## src/rtl/div_arbiter.sv

```systemverilog
// div_arbiter: two-port scheduler for a shared iterative unsigned divider with RISC-V signed/special-case handling.
module div_arbiter #(
  parameter int XLEN = 32
) (
  input  logic            clk,
  input  logic            rst,
  input  logic            req0_valid_i,
  input  logic            req1_valid_i,
  output logic            req0_ready_o,
  output logic            req1_ready_o,
  input  logic [1:0]      req0_op_i,
  input  logic [1:0]      req1_op_i,
  input  logic [XLEN-1:0] req0_opr1_i,
  input  logic [XLEN-1:0] req1_opr1_i,
  input  logic [XLEN-1:0] req0_opr2_i,
  input  logic [XLEN-1:0] req1_opr2_i,
  input  logic            flush0_i,
  input  logic            flush1_i,
  output logic            rsp0_valid_o,
  output logic            rsp1_valid_o,
  input  logic            rsp0_ready_i,
  input  logic            rsp1_ready_i,
  output logic [XLEN-1:0] rsp0_result_o,
  output logic [XLEN-1:0] rsp1_result_o,
  output logic            dvd_start_o,
  output logic [XLEN-1:0] dvd_opr1_o,
  output logic [XLEN-1:0] dvd_opr2_o,
  input  logic            dvd_done_i,
  input  logic [XLEN-1:0] dvd_quo_i,
  input  logic [XLEN-1:0] dvd_rem_i,
  output logic            busy_o
);
  typedef enum logic [2:0] {IDLE, ISSUE, WAIT, RESP, DRAIN} state_t;
  localparam logic [XLEN-1:0] MIN_NEG = {1'b1, {(XLEN-1){1'b0}}};
  state_t state_q, state_d;
  logic owner_q, owner_d, rr_q, rr_d, sign1_q, sign1_d, sign2_q, sign2_d;
  logic [1:0] op_q, op_d;
  logic [XLEN-1:0] mag1_q, mag1_d, mag2_q, mag2_d, result_q, result_d;
  logic start_q, busy_q, rsp0_valid_q, rsp1_valid_q;
  logic v0, v1, acc, sel, s1, s2, dz, ovf, own_flush, own_rdy;
  logic [1:0] op;
  logic [XLEN-1:0] a, b, spec_res, core_res;
  // A flushing port is treated as not requesting, so the other port may win.
  assign v0 = req0_valid_i & ~flush0_i;
  assign v1 = req1_valid_i & ~flush1_i;
  assign req0_ready_o = ~rst & (state_q == IDLE) & v0 & (~v1 | ~rr_q);
  assign req1_ready_o = ~rst & (state_q == IDLE) & v1 & (~v0 | rr_q);
  assign acc = req0_ready_o | req1_ready_o;
  assign sel = req1_ready_o;
  assign op = sel ? req1_op_i : req0_op_i;
  assign a = sel ? req1_opr1_i : req0_opr1_i;
  assign b = sel ? req1_opr2_i : req0_opr2_i;
  assign s1 = ~op[0] & a[XLEN-1];
  assign s2 = ~op[0] & b[XLEN-1];
  assign dz = (b == '0);
  assign ovf = ~op[0] & (a == MIN_NEG) & (&b);
  assign spec_res = dz ? (op[1] ? a : '1) : (op[1] ? '0 : MIN_NEG);
  assign core_res = op_q[1] ? (sign1_q ? -dvd_rem_i : dvd_rem_i)
                            : ((sign1_q ^ sign2_q) ? -dvd_quo_i : dvd_quo_i);
  assign own_flush = owner_q ? flush1_i : flush0_i;
  assign own_rdy = owner_q ? rsp1_ready_i : rsp0_ready_i;
  always_comb begin
    state_d = state_q;
    owner_d = owner_q;
    rr_d = rr_q;
    op_d = op_q;
    sign1_d = sign1_q;
    sign2_d = sign2_q;
    mag1_d = mag1_q;
    mag2_d = mag2_q;
    result_d = result_q;
    case (state_q)
      IDLE: if (acc) begin
        owner_d = sel;
        rr_d = ~sel;
        op_d = op;
        sign1_d = s1;
        sign2_d = s2;
        mag1_d = s1 ? -a : a;
        mag2_d = s2 ? -b : b;
        result_d = spec_res;
        state_d = (dz | ovf) ? RESP : ISSUE;
      end
      ISSUE: state_d = own_flush ? DRAIN : WAIT;
      WAIT: begin
        result_d = dvd_done_i ? core_res : result_q;
        state_d = dvd_done_i ? (own_flush ? IDLE : RESP) : (own_flush ? DRAIN : WAIT);
      end
      RESP: state_d = (own_flush | own_rdy) ? IDLE : RESP;
      DRAIN: state_d = dvd_done_i ? IDLE : DRAIN;
      default: state_d = IDLE;
    endcase
  end
  always_ff @(posedge clk or posedge rst) begin
    if (rst) begin
      state_q <= IDLE;
      owner_q <= 1'b0;
      rr_q <= 1'b0;
      op_q <= '0;
      sign1_q <= 1'b0;
      sign2_q <= 1'b0;
      mag1_q <= '0;
      mag2_q <= '0;
      result_q <= '0;
      start_q <= 1'b0;
      busy_q <= 1'b0;
      rsp0_valid_q <= 1'b0;
      rsp1_valid_q <= 1'b0;
    end else begin
      state_q <= state_d;
      owner_q <= owner_d;
      rr_q <= rr_d;
      op_q <= op_d;
      sign1_q <= sign1_d;
      sign2_q <= sign2_d;
      mag1_q <= mag1_d;
      mag2_q <= mag2_d;
      result_q <= result_d;
      start_q <= (state_d == ISSUE);
      busy_q <= (state_d != IDLE);
      rsp0_valid_q <= (state_d == RESP) & ~owner_d;
      rsp1_valid_q <= (state_d == RESP) & owner_d;
    end
  end
  assign dvd_start_o = start_q;
  assign busy_o = busy_q;
  assign dvd_opr1_o = mag1_q;
  assign dvd_opr2_o = mag2_q;
  assign rsp0_valid_o = rsp0_valid_q;
  assign rsp1_valid_o = rsp1_valid_q;
  assign rsp0_result_o = rsp0_valid_q ? result_q : '0;
  assign rsp1_result_o = rsp1_valid_q ? result_q : '0;
endmodule
```

## config.mk

```make
export PLATFORM = sky130hd
export DESIGN_NAME = div_arbiter
export DESIGN_NICKNAME = d
export VERILOG_FILES = /design/src/rtl/div_arbiter.sv
export SDC_FILE = /design/constraint.sdc
export NUM_CORES = 1
export LEC_CHECK = 0
export BUFFER_PORTS_ARGS = -buffer_cell sky130_fd_sc_hd__buf_4
export CORE_UTILIZATION = 25
export CTS_BUF_LIST = sky130_fd_sc_hd__clkbuf_4
export CTS_CLUSTER_SIZE = 40
export DETAILED_ROUTE_END_ITERATION = 7
export PLACE_DENSITY = 0.57
export SYNTH_ARGS = -nofsm -noshare
export SYNTH_HDL_FRONTEND = slang
export SYNTH_SLANG_ARGS = --single-unit
```

## constraint.sdc

```tcl
create_clock -name clk -period 4.15 [get_ports clk]
set_input_delay 0.6225 -clock clk [delete_from_list [all_inputs] [get_ports clk]]
set_output_delay 0.6225 -clock clk [all_outputs]
set_load 0.01 [all_outputs]
```

==> impl_metrics.ini <==
[status]
status = complete, no violations

[setup_path]
rrSetupSlack_ps = 710
worst-path-max-fanout = 13
critPathLaunchType = flip-flop
crit_end = result_q[3]$_DFFE_PP0P_
ff2ff_path_depth = 11
crit-reg2reg-capture = result_q[3]$_DFFE_PP0P_
crit_path_start = state_q[1]$_DFF_PP0_
arrival_ps = 3880
path_class = flip-flop to flip-flop
crit_path_end_kind = flip-flop
r2r-start = state_q[1]$_DFF_PP0_
critPathRequiredTime_ps = 4590

[drt]
viasPerCell = 5.39
drtIter0Drc = 1004
routed_wl_mm = 47.0
wl_per_cell_um = 21.9
drtPass1Iterations = 5
drc = 0
ant_nets = 0
num_vias = 11600

[sta]
max_freq_ghz = 0.290
min_period_ps = 3440
setup_ws_ps = 706
finalSetupViolations = 0
max_slew_margin_pct = 26.0
worst_pin_slew_ps = 1100
clock_skew_ps = 43.5
hold_viol = 0
slew_viol_final = 0
grt_setup_unrepaired = false
setup_tns_ps = 0
fin_crit_sh_pct = 83.0
whs_ps = 274

[cts]
post_cts_resized = 0
clk_pin_slew_ps = 240
cts_setup_buffers = 0
tritoncts = yes
cts_buffer_depth = 2
hold_buffers = 0
htreeDepth = 3
clkLatencyLatePin_ps = 530
clock_sinks = 108
numCtsBuffers = 9
root_buffer = clkbuf_4

[synth]
async_reset_ff_share_pct = 100
yosysWarnings = 0
synth_cells = 1302
ys_ff_latch = 108
yosys.cell_types.count = 84
ys_seq_area_share_pct = 26.6
synth_fp_nets = 1512
syn_avg_cell_area_sq_um = 7.82
synth_edf_count = 0
syn_area_sq_um = 10200
synthFlopType = dfrtp_1

[grt]
grt_pass1_vias = 11100
grt_overflow = 0
grt_pass1_wl_mm = 69.5
antenna_found_initial = 3
grt_max_degree = 67
track_usage_pct = 22.0

[cells_and_area]
layout-drive-gt1-share_pct = 27.4
multi_input_area_sq_um = 7020
design_area_sq_um = 13500
final_cell_mix = buf_4, nand2_1, dfrtp_1
layout.nets = 1820
areaGrowthSynthToFinish_pct = 32.7
nFillCells = 4275
final_common_cell = buf_4
final-seq-area_sq_um = 2700

[die]
ios = 339
die-area_sq_um = 41500
core_sq_um = 39900
rows = 73
die_h_um = 204
dieWidth_um = 204
start_util_pct = 25.5

[power_and_ir_drop]
p_leak_uw = 0.00586
powerDensity_nw_per_um2 = 448
ir_drop_mv = 0.168

[place]
dp_hpwl_mm = 37.8
port_buffers = 338
dp_slack_ps = 419
place_congestion = 0.935
placed_area_sq_um = 13300

[min_path]
hp-class = input pin to asynchronous set/reset pin

[job]
cap_violations = 0
[state kept, by name, indices dropped and copies added, names as in the netlist, 3 cells and up]
register	flops
dvd_opr1_o	32
dvd_opr2_o	32
result_q	32
state_q	3
[synthesized netlist by cell type, types with 39 or more instances]
cell	instances	area, sq um
a21oi_1	65	325
and2_1	70	438
clkbuf_1	45	169
dfrtp_1	108	2700
mux2i_1	56	561
nand2_1	157	589
nor2_1	102	383
nor4_1	40	250
o21ai_0	39	195
o21ai_1	70	350
xnor2_1	52	455
xor2_1	74	648
[per-stage QoR]
stage | total power, uW | utilization, % | std cells
3_3_place_gp | 5420 | 33.4 | 2124
4_1_cts | 6090 | 33.8 | 2140
2_1_floorplan | 3860 | - | 1302
6_report | 6040 | 33.8 | 2142
5_1_grt | 6490 | 33.8 | 2141
3_5_place_dp | 5460 | 33.4 | 2124
[area by class of cell]
type | count | area share [%]
flip-flops and latches | 108 | 20.0
multi-input cells | 1089 | 52.0
clock buffers | 9 | 0.500
well taps | 525 | 4.86
diodes | 2 | 0.0371
clock inverters | 7 | 0.639
repair buffers | 381 | 21.4
inverters | 21 | 0.612
[worst max-delay path: stages (launching register included)]
cell and delay [ps]:
dfrtp_1 540, nor4_4 310, nand3_4 140, clkinv_2 150
mux2i_1 330, ha_1 300, o41ai_1 140, a21oi_4 210
or4b_4 580, nor2_4 340, a22oi_1 150, a21oi_1 150
[report_power, final]
group          total (uW)  internal (uW)  switching, uW
sequential           1960           1520            442
combinational        3460           1510           1960
clock                 616            151            464
total                6040           3180           2860
[layer usage]
layer  vias to the layer above  global-route usage (%)  share of wire [%]
met1                      5627                    30.0                 44
met5                         -                       0              0.021
met4                         2                    7.33                2.9
li1                       5395                       -                  -
met3                        67                    3.64                6.3
met2                       459                    35.0                 46
[cell families (layout without fill, tap and decap cells)]
| family | count (synthesis) | count (layout) | share of synthesized area, % |
|---|---|---|---|
| AO/OA/AOI/OAI | 334 | 334 | 21.5 |
| XOR/XNOR | 126 | 126 | 10.8 |
| adder cells (fa/ha/maj) | 5 | 5 | 0.615 |
| buffers and inverters | 105 | 418 | 4.71 |
| flip-flops | 108 | 108 | 26.6 |
| multiplexers | 76 | 76 | 7.84 |
| other | 0 | 2 | 0 |
| AND/OR/NAND/NOR | 548 | 548 | 28.0 |
[how the worst min path moves through the flow]
stage / end / slack (ps) / cells after the start
final: dvd_opr1_o[28]$_DFFE_PP0P_ / 270 / 2
after global routing: dvd_opr1_o[28]$_DFFE_PP0P_ / 320 / 2
after CTS: dvd_opr1_o[28]$_DFFE_PP0P_ / 280 / 2
after detailed placement: dvd_opr1_o[9]$_DFFE_PP0P_ / 470 / 2
after global placement: dvd_opr1_o[9]$_DFFE_PP0P_ / 460 / 2
after floorplan: result_q[29]$_DFFE_PP0P_ / 460 / 2
(Power assumes the default switching activity.)
